===== config.mk =====
export PLATFORM = sky130hd
export DESIGN_NAME = hit_judge
export DESIGN_NICKNAME = d
export VERILOG_FILES = /design/src/rtl/hit_judge.sv
export SDC_FILE = /design/constraint.sdc
export NUM_CORES = 1
export LEC_CHECK = 0
export CORE_MARGIN = 3
export CORE_UTILIZATION = 61
export CTS_CLUSTER_SIZE = 14
export DETAILED_ROUTE_END_ITERATION = 10
export PLACE_DENSITY = 0.82
export SYNTH_ARGS = -nofsm -noshare
export SYNTH_HDL_FRONTEND = slang
export SYNTH_SLANG_ARGS = --single-unit

===== constraint.sdc =====
create_clock -name clk -period 2.1 [get_ports clk]
set_input_delay 0.42 -clock clk [delete_from_list [all_inputs] [get_ports clk]]
set_output_delay 0.42 -clock clk [all_outputs]
set_load 0.02 [all_outputs]

===== src/rtl/hit_judge.sv =====
// Whack-a-mole hit judge: debounces hole buttons, arms one mole at a time and
// emits single-cycle increment/decrement/mole_done pulses. Optional macro: MISS_PENALTY_EN.
module hit_judge #(
    parameter int NUM_HOLES       = 4,
    parameter int DEBOUNCE_CYCLES = 500000,
    parameter int MOLE_TIMEOUT    = 50000000
) (
    input  logic                 clk,
    input  logic                 reset,
    input  logic [NUM_HOLES-1:0] btn,
    input  logic                 mole_valid,
    input  logic [NUM_HOLES-1:0] mole,
    output logic                 mole_ready,
    output logic [NUM_HOLES-1:0] mole_up,
    output logic                 increment,
    output logic                 decrement,
    output logic                 mole_done
);

    localparam int DBW = (DEBOUNCE_CYCLES > 1) ? $clog2(DEBOUNCE_CYCLES) : 1;
    localparam int TW  = $clog2(MOLE_TIMEOUT);
    localparam logic [DBW-1:0] DB_LAST = DBW'(DEBOUNCE_CYCLES - 1);
    localparam logic [TW-1:0]  T_LAST  = TW'(MOLE_TIMEOUT - 1);

    typedef enum logic [1:0] {
        IDLE,
        ARMED,
        COOLDOWN
    } state_t;

    logic [NUM_HOLES-1:0]          sync1_q, sync2_q;
    logic [NUM_HOLES-1:0]          deb_q, deb_d;
    logic [NUM_HOLES-1:0]          press_q;
    logic [NUM_HOLES-1:0][DBW-1:0] cnt_q, cnt_d;

    state_t               state_q;
    logic [NUM_HOLES-1:0] mole_up_q;
    logic [TW-1:0]        timer_q;
    logic                 mole_ready_q;
    logic                 increment_q, decrement_q, mole_done_q;

    logic wrong_press, right_press, timeout, mole_onehot;

    // A level change commits only after DEBOUNCE_CYCLES consecutive mismatching samples.
    always_comb begin
        deb_d = deb_q;
        cnt_d = '0;
        for (int unsigned i = 0; i < NUM_HOLES; i++) begin
            if (sync2_q[i] != deb_q[i]) begin
                if (cnt_q[i] == DB_LAST) begin
                    deb_d[i] = sync2_q[i];
                end else begin
                    cnt_d[i] = cnt_q[i] + 1'b1;
                end
            end
        end
    end

    always_ff @(posedge clk) begin
        if (reset) begin
            sync1_q <= '0;
            sync2_q <= '0;
            deb_q   <= '0;
            cnt_q   <= '0;
            press_q <= '0;
        end else begin
            sync1_q <= btn;
            sync2_q <= sync1_q;
            deb_q   <= deb_d;
            cnt_q   <= cnt_d;
            // Edge taken from deb_d so the press registers in the same cycle deb_q flips.
            press_q <= deb_d & ~deb_q;
        end
    end

    assign wrong_press = |(press_q & ~mole_up_q);
    assign right_press = |(press_q & mole_up_q);
    assign timeout     = (timer_q == T_LAST);
    assign mole_onehot = (mole != '0) && ((mole & (mole - 1'b1)) == '0);

    always_ff @(posedge clk) begin
        if (reset) begin
            state_q      <= IDLE;
            mole_up_q    <= '0;
            timer_q      <= '0;
            mole_ready_q <= 1'b1;
            increment_q  <= 1'b0;
            decrement_q  <= 1'b0;
            mole_done_q  <= 1'b0;
        end else begin
            increment_q <= 1'b0;
            decrement_q <= 1'b0;
            mole_done_q <= 1'b0;
            case (state_q)
                IDLE: begin
                    if (mole_valid && mole_ready_q && mole_onehot) begin
                        mole_up_q    <= mole;
                        timer_q      <= '0;
                        mole_ready_q <= 1'b0;
                        state_q      <= ARMED;
                    end
                end
                ARMED: begin
                    if (wrong_press) begin
                        decrement_q <= 1'b1;
                        mole_done_q <= 1'b1;
                        mole_up_q   <= '0;
                        state_q     <= COOLDOWN;
                    end else if (right_press) begin
                        increment_q <= 1'b1;
                        mole_done_q <= 1'b1;
                        mole_up_q   <= '0;
                        state_q     <= COOLDOWN;
                    end else if (timeout) begin
`ifdef MISS_PENALTY_EN
                        decrement_q <= 1'b1;
`endif
                        mole_done_q <= 1'b1;
                        mole_up_q   <= '0;
                        state_q     <= COOLDOWN;
                    end else begin
                        timer_q <= timer_q + 1'b1;
                    end
                end
                COOLDOWN: begin
                    if (deb_q == '0) begin
                        mole_ready_q <= 1'b1;
                        state_q      <= IDLE;
                    end
                end
                default: begin
                    mole_up_q    <= '0;
                    mole_ready_q <= 1'b1;
                    state_q      <= IDLE;
                end
            endcase
        end
    end

    assign mole_ready = mole_ready_q;
    assign mole_up    = mole_up_q;
    assign increment  = increment_q;
    assign decrement  = decrement_q;
    assign mole_done  = mole_done_q;

endmodule

==> results_dict.tcl, run 1 <==
set metrics [dict create \
    hold_viol 0 \
    synth_area_um2 5700 \
    avgViaCountPerCell 5.85 \
    critPathKind "flop to flop" \
    nets 708 \
    min_period_ns 2.03 \
    gr-total-overflow 0 \
    drive_above_1_share_pct 13.0 \
    crit_family "simple AND/OR/NAND/NOR gates" \
    drt_iter0_drc 318 \
    grt_max_degree 20 \
    worstSetupStartpointType "flop" \
    r2r_setup_slack_ns 0.07 \
    die_area_um2 10500 \
    synth_top_cell_area_share_pct 44.9 \
    gp_congestion 0.889 \
    synth_area_leaders "dfxtp_1 45%, nor2_1 7.0%, xor2_1 6.1%" \
    ios 19 \
    finalSetupTns_ns 0 \
    cts_tree "built" \
    crit_buf_inv 2 \
    cp-end-kind "flop" \
    hold_slack_ns 0.432 \
    synthCells 639 \
    cap_violations 0 \
    clock-skew-final_ns 0.0135 \
    status "finished, final reports clean" \
    h-tree-depth 4 \
    clockBufferDepth 2 \
    ys_types 63 \
    clkTransAtPathRegs_ns 0.06 \
    crit_required_ns 2.54 \
    grt_pass1_wl_um 21100 \
    ys_ff_latch 128 \
    cts.sinks 128 \
    diodes 0 \
    ctsHoldBuffers 0 \
    cp_common_cell "buf_4" \
    yosys.area.top_type "dfxtp_1" \
    dp.cells 780 \
    yosysWarnings 0 \
    final_cell_mix "128 x dfxtp_1, 106 x nor2_1, 46 x nand3_1, 40 x xor2_1, 38 x nand2_1" \
    grt_pass1_vias 4548 \
    drt_pass1_iterations 5 \
    vias 4759 \
    cts.root.buffer_cell "clkbuf_8" \
    cts_inserted_buffers 17 \
    maxSlewHeadroom_pct 58.5 \
    drv_slew 0 \
    synth_edf_count 0 \
    cpMaxStageDelayCell "dfxtp_1" \
    die_w_um 103 \
    layout_commonest_cell "dfxtp_1" \
    worst_pin_slew_ns 0.617 \
    syn_nets 655 \
    cp.arrival_ns 2.47 \
    clock_latency_ns 0.53 \
    synth_area_per_cell_um2 8.93 \
    core.rowCount 34 \
    yosysSeqAreaShare_pct 44.9 \
    ys.flop_type "dfxtp_1" \
    antenna_found_initial 0 \
    track_usage_pct 25.1 \
    synthArstFlopShare_pct 0 \
    fin_util_pct 76.6 \
    routed_wl_um 12300 \
    setup_viol 0 \
    ant_nets 0 \
    leakagePower_nw 2.30 \
    fp.dieH_um 103 \
    final_cells 813 \
    peakVddDrop_v 0.000602 \
    post-route-period-util_pct 96.5 \
    cp_cell_sequence "ha_2 -> and4_1 -> nand4_1 -> o21ai_2 -> buf_4 -> nand3_1 -> buf_4 -> a31oi_1" \
    port_buffers 18 \
    drc_errors 0 \
    coreArea_um2 8890 \
    wl_per_cell_um 15.1 \
    hpwl_um 8080 \
    min_path_type "flop to flop" \
    max_clock_freq_ghz 0.493 \
    power_density_nw_per_um2 825 \
    syn2layout_area_growth_pct 19.3 \
    slowest_delay_ns 0.37 \
    path_max_fanout 11 \
    initial_core_util_pct 64.2 \
]
-- path summary, 6_finish.rpt --
kind	depth (start not counted)	endpoint	from
hold reg to reg	1	sync2_q[1]	sync1_q[1]
setup reg to reg	8	timer_q[3]	timer_q[1]
hold / removal	1	sync2_q[1]	sync1_q[1]
setup / recovery	8	timer_q[3]	timer_q[1]
-- power by group --
group / switching (W) / internal [W] / total [W] / leakage [nW]
combinational: 0.000110 / 0.0000977 / 0.000208 / 0.986
sequential: 0.0000167 / 0.00245 / 0.00246 / 1.03
clock: 0.00110 / 0.00184 / 0.00294 / 0.284
total: 0.00123 / 0.00439 / 0.00562 / 2.30
-- sequential cells by signal, summed over array words and instances, names as in the netlist --
| name | count |
|---|---|
| press_q | 4 |
| mole_ready | 1 |
| increment | 1 |
| mole_up | 4 |
| state_q | 2 |
| sync2_q | 4 |
| mole_done | 1 |
| timer_q | 26 |
| decrement | 1 |
| deb_q | 4 |
| cnt_q | 76 |
| sync1_q | 4 |
-- metrics by stage --
stage / power, W / instance area [um2] / setup slack, ns
2_1_floorplan: 0.00261 / 5700 / 0.203
3_3_place_gp: 0.00271 / 6200 / -0.261
3_5_place_dp: 0.00272 / 6200 / -0.341
4_1_cts: 0.00564 / 6800 / 0.0553
5_1_grt: 0.00576 / 6810 / -0.0142
6_report: 0.00562 / 6810 / 0.0728
-- synthesized netlist by cell type (all sizes together) (2+ instances only) --
cell type / number
dfxtp: 128
nor2: 107
nand3: 46
xor2: 40
nand2: 38
xnor2: 34
nand4: 25
inv: 18
and4: 16
buf: 16
a21oi: 15
a31oi: 14
nor3: 14
nor4: 11
and3: 9
nor2b: 9
and2: 8
nor4b: 8
o21ai: 8
clkbuf: 7
nand3b: 6
or2: 6
a41oi: 5
ha: 5
a22o: 4
mux2i: 4
or3: 4
nand4b: 3
o2111ai: 3
o21a: 3
o41ai: 3
a22oi: 2
nor3b: 2
o22ai: 2
or3b: 2
or4b: 2
-- metal layers --
metal | part of all wire (%) | up-vias | GRT usage, %
met2 | 49 | 127 | 42.6
li1 | - | 2374 | -
met5 | 0 | - | 0
met4 | 1.7 | 0 | 7.97
met3 | 4.5 | 24 | 6.16
met1 | 45 | 2234 | 31.5
-- kinds of logic (layout without fill, tap and decap cells) --
logic type | count (synthesis) | count (layout) | synth area share, %
simple gates | 318 | 318 | 29.7
flops | 128 | 128 | 44.9
xor+xnor | 74 | 74 | 11.4
compound gates | 69 | 69 | 8.80
buf+inv | 41 | 107 | 3.40
fa+ha+maj | 5 | 5 | 1.10
mux | 4 | 4 | 0.702
-- timing repair --
item | CTS | global route
resized for setup | 0 | 1
endpoints found under the hold margin | 0 | 0
setup endpoints to repair | 0 | 10
buffers inserted | 0 | 1
-- area by class of cell --
cell class	count	area, um2
clock inverters	13	163
well taps	108	135
multi-input cells	470	2950
flip-flops and latches	128	2560
fillers	590	2080
repair buffers	57	498
clock buffers	19	432
inverters	18	67.6
Note: power is estimated with default switching activity, not from simulation.
==> run 2: changes to the inputs <==
==> constraint.sdc (replaced) <==
create_clock -name clk -period 2.1 [get_ports clk]
set_input_delay 0.525 -clock clk [delete_from_list [all_inputs] [get_ports clk]]
set_output_delay 0.525 -clock clk [all_outputs]
set_load 0.02 [all_outputs]
==> run 2 against run 1 <==
- the run now ends with negative setup slack left
- flip-flop and latch count is the same
- wire length grew 3.2%
- fmax down 5.8%
- final area grew 1.5%
- non-clock buffer count is 1 higher
- clock power grew 9.2%
- register-to-register slack is essentially flat
- combinational power about the same
- clock skew down 0.0056 ns
- utilization increased by 1.2 points
- largest power group unchanged
==> results_dict.tcl, run 2 (synthesis results as in run 1) <==
set metrics [dict create \
    status "complete, but fails checks" \
    failed_checks "negative setup slack" \
    leakagePower_nw 2.42 \
    min_path_type "flop to flop" \
    p_comb_share_pct 3.5 \
    path_max_fanout 8 \
    grt_max_degree 20 \
    gp_congestion 0.895 \
    vias 4808 \
    avgViaCountPerCell 5.91 \
    crit_required_ns 2.48 \
    largestRegisters "cnt_q x76, timer_q x26" \
    critPathKind "input pin to flop" \
    p_int_w 0.00472 \
    cts_tree "built" \
    sw_frac_of_total_pct 19.8 \
    max_flop_register "cnt_q" \
    drc_errors 0 \
    core.rowCount 34 \
    hold_path_end "sync2_q[3]" \
    pwr-share-clk_pct 54.6 \
    final_cell_mix "127 x dfxtp_1, 106 x nor2_1, 46 x nand3_1, 40 x xor2_1, 39 x buf_4" \
    coreArea_um2 8890 \
    worstSetupStartpointType "input pin" \
    pre_cts_ws_ns -0.442 \
    reg2regPathDepth 7 \
    clock_latency_ns 0.52 \
    reg2reg_from "timer_q[2]" \
    power_density_nw_per_um2 851 \
    setup_slack_ns -0.0524 \
    cp-end-kind "flop" \
    reg2reg_to "timer_q[3]" \
    gr-total-overflow 0 \
    nets 709 \
    syn2layout_area_growth_pct 21.2 \
    die_w_um 103 \
    cts.sinks 128 \
    min_period_ns 2.15 \
    r2r_setup_slack_ns 0.07 \
    drt_iter0_drc 300 \
    peakVddDrop_v 0.000557 \
    cap_violations 0 \
    ctsHoldBuffers 0 \
    initial_core_util_pct 64.2 \
    drv_slew 0 \
    setup_viol 1 \
    die_area_um2 10500 \
    rsz0062_at_grt "yes" \
    cp.arrival_ns 2.53 \
    drt_pass1_iterations 5 \
    ant_nets 0 \
    diodes 0 \
    worstHoldPathCells 1 \
    antenna_found_initial 0 \
    power_frac_seq_pct 41.9 \
    hpwl_um 8220 \
    num-fill-cells 582 \
    layout_commonest_cell "dfxtp_1" \
    seq_area_um2 2560 \
    grt_pass1_vias 4754 \
    hold_viol 0 \
    clockBufferDepth 2 \
    port_buffers 18 \
    total_power_w 0.00588 \
    track_usage_pct 25.8 \
    post-route-period-util_pct 102 \
    cts.root.buffer_cell "clkbuf_8" \
    maxSlewHeadroom_pct 61.5 \
    max_clock_freq_ghz 0.465 \
    clkTransAtPathRegs_ns 0.06 \
    worst_pin_slew_ns 0.574 \
    h-tree-depth 4 \
    routed_wl_um 12700 \
    grt_pass1_wl_um 21600 \
    largest_reg_flops 76 \
    multi_input_area_um2 2990 \
    worstHoldStart "sync1_q[3]" \
    drive_above_1_share_pct 13.5 \
    ios 19 \
    power_switching_w 0.00116 \
    cts_inserted_buffers 17 \
    wl_per_cell_um 15.6 \
    clock-skew-final_ns 0.00790 \
    fp.dieH_um 103 \
]
run 2: what timing repair did:
action / in CTS / in global routing
gates resized for setup: 2 / 11
pin swaps: 0 / 1
buffers inserted: 0 / 1
setup endpoints to repair: 7 / 21
run 2: through the flow:
step	hold WS (ns)	std cells	TNS, ns	cell area, um2	utilization (%)
3_5_place_dp	0.427	781	-8.68	6200	69.7
5_1_grt	0.455	814	-0.0625	6910	77.7
2_1_floorplan	0.414	639	0	5700	-
3_3_place_gp	0.418	781	-7.26	6200	69.7
6_report	0.433	814	-0.0524	6910	77.7
4_1_cts	0.436	813	0	6850	77.1
run 2: per-layer routing:
metal | global-route usage, % | up-vias | part of all wire (%)
met4 | 11.0 | 0 | 2.0
met5 | 0 | - | 0
met3 | 6.43 | 32 | 4.8
li1 | - | 2368 | -
met1 | 31.4 | 2272 | 43
met2 | 43.4 | 136 | 50
run 2: worst max-delay path by stage:
| stage | from | end | slack, ns | cells past startpoint |
|---|---|---|---|---|
| 2_1_floorplan | timer_q[0] | mole_up[0] | 0.20 | 7 |
| 4_1_cts | mole_up[1] | mole_up[1] | 0.001 | 1 |
| 3_5_place_dp | mole[1] | timer_q[13] | -0.44 | 7 |
| 6_report | mole[1] | timer_q[13] | -0.05 | 7 |
| 5_1_grt | mole[1] | timer_q[13] | -0.05 | 7 |
| 3_3_place_gp | mole[1] | timer_q[24] | -0.37 | 7 |
run 2: layout make-up:
| class | count | share of cell area, % |
|---|---|---|
| inverter | 18 | 0.978 |
| tap | 108 | 1.96 |
| clock inverter | 9 | 2.57 |
| sequential | 128 | 37.1 |
| timing repair buffer | 58 | 7.26 |
| clock buffer | 23 | 6.90 |
| multi-input combinational | 470 | 43.2 |
run 2: worst max-delay path, stage by stage:
cell and delay [ns]:
clkdlybuf4s50_1 0.47, nor4b_1 0.32, a211oi_1 0.13, or3_1 0.44
buf_4 0.20, a41oi_1 0.28, o21ai_0 0.15
run 2: power groups by stage:
stage | logic [W] | clock network (W) | registers (W)
floorplan | 0.0000924 | 0 | 0.00252
global placement | 0.000195 | 0 | 0.00252
detailed placement | 0.000200 | 0 | 0.00252
CTS | 0.000203 | 0.00323 | 0.00247
global route | 0.000221 | 0.00335 | 0.00247
finish | 0.000206 | 0.00321 | 0.00247
==> run 3: changes to the inputs <==
--- a/config.mk
+++ b/config.mk
@@ -9,6 +9,7 @@
 export CORE_UTILIZATION = 61
 export CTS_CLUSTER_SIZE = 14
 export DETAILED_ROUTE_END_ITERATION = 10
+export GPL_TIMING_DRIVEN = 0
 export PLACE_DENSITY = 0.82
 export SYNTH_ARGS = -nofsm -noshare
 export SYNTH_HDL_FRONTEND = slang
==> run 3 against run 2 <==
- the flow now finishes without violations
- utilization decreased by 1.8 points
- global-route usage decreased by 1.2 points
- first-iteration DRC count increased by 4.0%
- total power decreased by 5.0%
==> results_dict.tcl, run 3 (synthesis results as in run 1) <==
set metrics [dict create \
    busiest_layer "met2" \
    grt_max_degree 17 \
    grt_use_met1_pct 31.5 \
    largestRegisters "cnt_q x76, timer_q x26" \
    ctsHoldBuffers 0 \
    grt_pass1_vias 4581 \
    cap_violations 0 \
    fin_util_pct 75.9 \
    largest_reg_flops 76 \
    vias 4802 \
    cts.sinks 128 \
    drive_above_1_share_pct 12.3 \
    gp_congestion 0.902 \
    track_usage_pct 24.6 \
    clock-skew-final_ns 0.0106 \
    cp.arrival_ns 2.45 \
    leakagePower_nw 2.33 \
    initial_core_util_pct 64.2 \
    cts_inserted_buffers 17 \
    crit_required_ns 2.52 \
    num-fill-cells 585 \
    min_path_type "input pin to flop" \
    finalSetupTns_ns 0 \
    use_met3_pct 5.75 \
    routed_wl_um 12300 \
    power_density_nw_per_um2 828 \
    wl_per_cell_um 15.4 \
    r2r_setup_slack_ns 0.08 \
    port_buffers 18 \
    layout_commonest_cell "dfxtp_1" \
    path_max_fanout 5 \
    die_area_um2 10500 \
    final_cell_mix "126 x dfxtp_1, 106 x nor2_1, 44 x nand3_1, 40 x xor2_1, 38 x nand2_1" \
    diodes 0 \
    clockBufferDepth 2 \
    worstHoldPathCells 2 \
    cts_tree "built" \
    core.rowCount 34 \
    ant_nets 0 \
    total_power_w 0.00559 \
    worstSetupStartpointType "input pin" \
    ios 19 \
    met2_usage_pct 40.7 \
    reg2reg_from "timer_q[1]" \
    die_w_um 103 \
    worst_pin_slew_ns 0.766 \
    cts.root.buffer_cell "clkbuf_8" \
    syn2layout_area_growth_pct 18.4 \
    coreArea_um2 8890 \
    cp-end-kind "flop" \
    drv_slew 0 \
    max_clock_freq_ghz 0.492 \
    antenna_found_initial 0 \
    setup_viol 0 \
    drt_pass1_iterations 5 \
    drt_iter0_drc 312 \
    reg2reg_to "mole_up[0]" \
    grt_pass1_wl_um 20700 \
    min_period_ns 2.03 \
    hold_viol 0 \
    hold_path_end "mole_up[1]" \
    maxSlewHeadroom_pct 48.5 \
    clock_latency_ns 0.52 \
    avgViaCountPerCell 6.00 \
    gr-total-overflow 0 \
    drc_errors 0 \
    max_flop_register "cnt_q" \
    peakVddDrop_v 0.000478 \
    clkTransAtPathRegs_ns 0.06 \
    hpwl_um 7910 \
    hold_slack_ns 0.424 \
    reg2regPathDepth 7 \
    nets 695 \
    critPathKind "input pin to flop" \
    status "finished, final reports clean" \
    fp.dieH_um 103 \
    worstHoldStart "mole[1]" \
    h-tree-depth 4 \
    post-route-period-util_pct 96.7 \
]
==> run 3: changes by cell type in the layout (fill, tap and decap cells not counted), sizes merged <==
cell           change
bufinv             -2
clkbuf             +8
dlymetal6s2s       +3
clkdlybuf4s50      -2
clkinv             +2
buf               -22
dlygate4sd2        -1
==> run 3: area by class of cell <==
type	count	area [um2]	share of cell area [%]
Inverter	18	67.6	1.00
Sequential cell	128	2570	38.0
Buffer	23	136	2.02
Timing Repair Buffer	21	220	3.26
Clock inverter	9	131	1.95
Clock buffer	23	467	6.91
Tap cell	108	135	2.00
Multi-Input combinational cell	470	3030	44.8
==> run 3: power by group <==
| part | switching (W) | total (W) | internal (W) |
|---|---|---|---|
| clock | 0.00104 | 0.00294 | 0.00190 |
| sequential | 0.0000186 | 0.00247 | 0.00245 |
| combinational | 0.000111 | 0.000185 | 0.0000735 |
| total | 0.00117 | 0.00559 | 0.00442 |
==> run 3: worst max path at each step <==
stage	start	endpoint	slack, ns
floorplan	timer_q[0]	mole_up[0]	0.20
global placement	mole[1]	timer_q[16]	-0.53
detailed placement	mole[1]	timer_q[11]	-0.58
CTS	mole[1]	timer_q[15]	0.007
global route	cnt_q[23]	cnt_q[35]	-0.01
finish	mole[3]	timer_q[15]	0.07
==> run 3: critical path, cell delays in order <==
cell	delay [ns]
clkdlybuf4s50_1	0.49
nor4b_2	0.36
a211oi_2	0.11
or3_4	0.41
and2_2	0.26
o221a_2	0.29
==> run 3: metal layers <==
layer	part of all wire (%)	up-vias	wire length (um)
met1	46	2282	5600
met2	48	138	5850
met5	0	-	0
met3	4.7	32	572
met4	2.2	0	274
li1	-	2350	-
==> run 3: repair_timing <==
action                     CTS  global route
resized for setup            7            23
setup buffers                2             1
pin swaps                    2             6
setup endpoints to repair   23            49
==> run 3: per-stage QoR <==
stage               setup slack [ns]  instance area, um2  std cells
floorplan                      0.203                5700        639
global placement              -0.526                6020        765
detailed placement            -0.578                6020        765
CTS                          0.00710                6650        799
global route                 -0.0117                6750        800
finish                        0.0683                6750        800
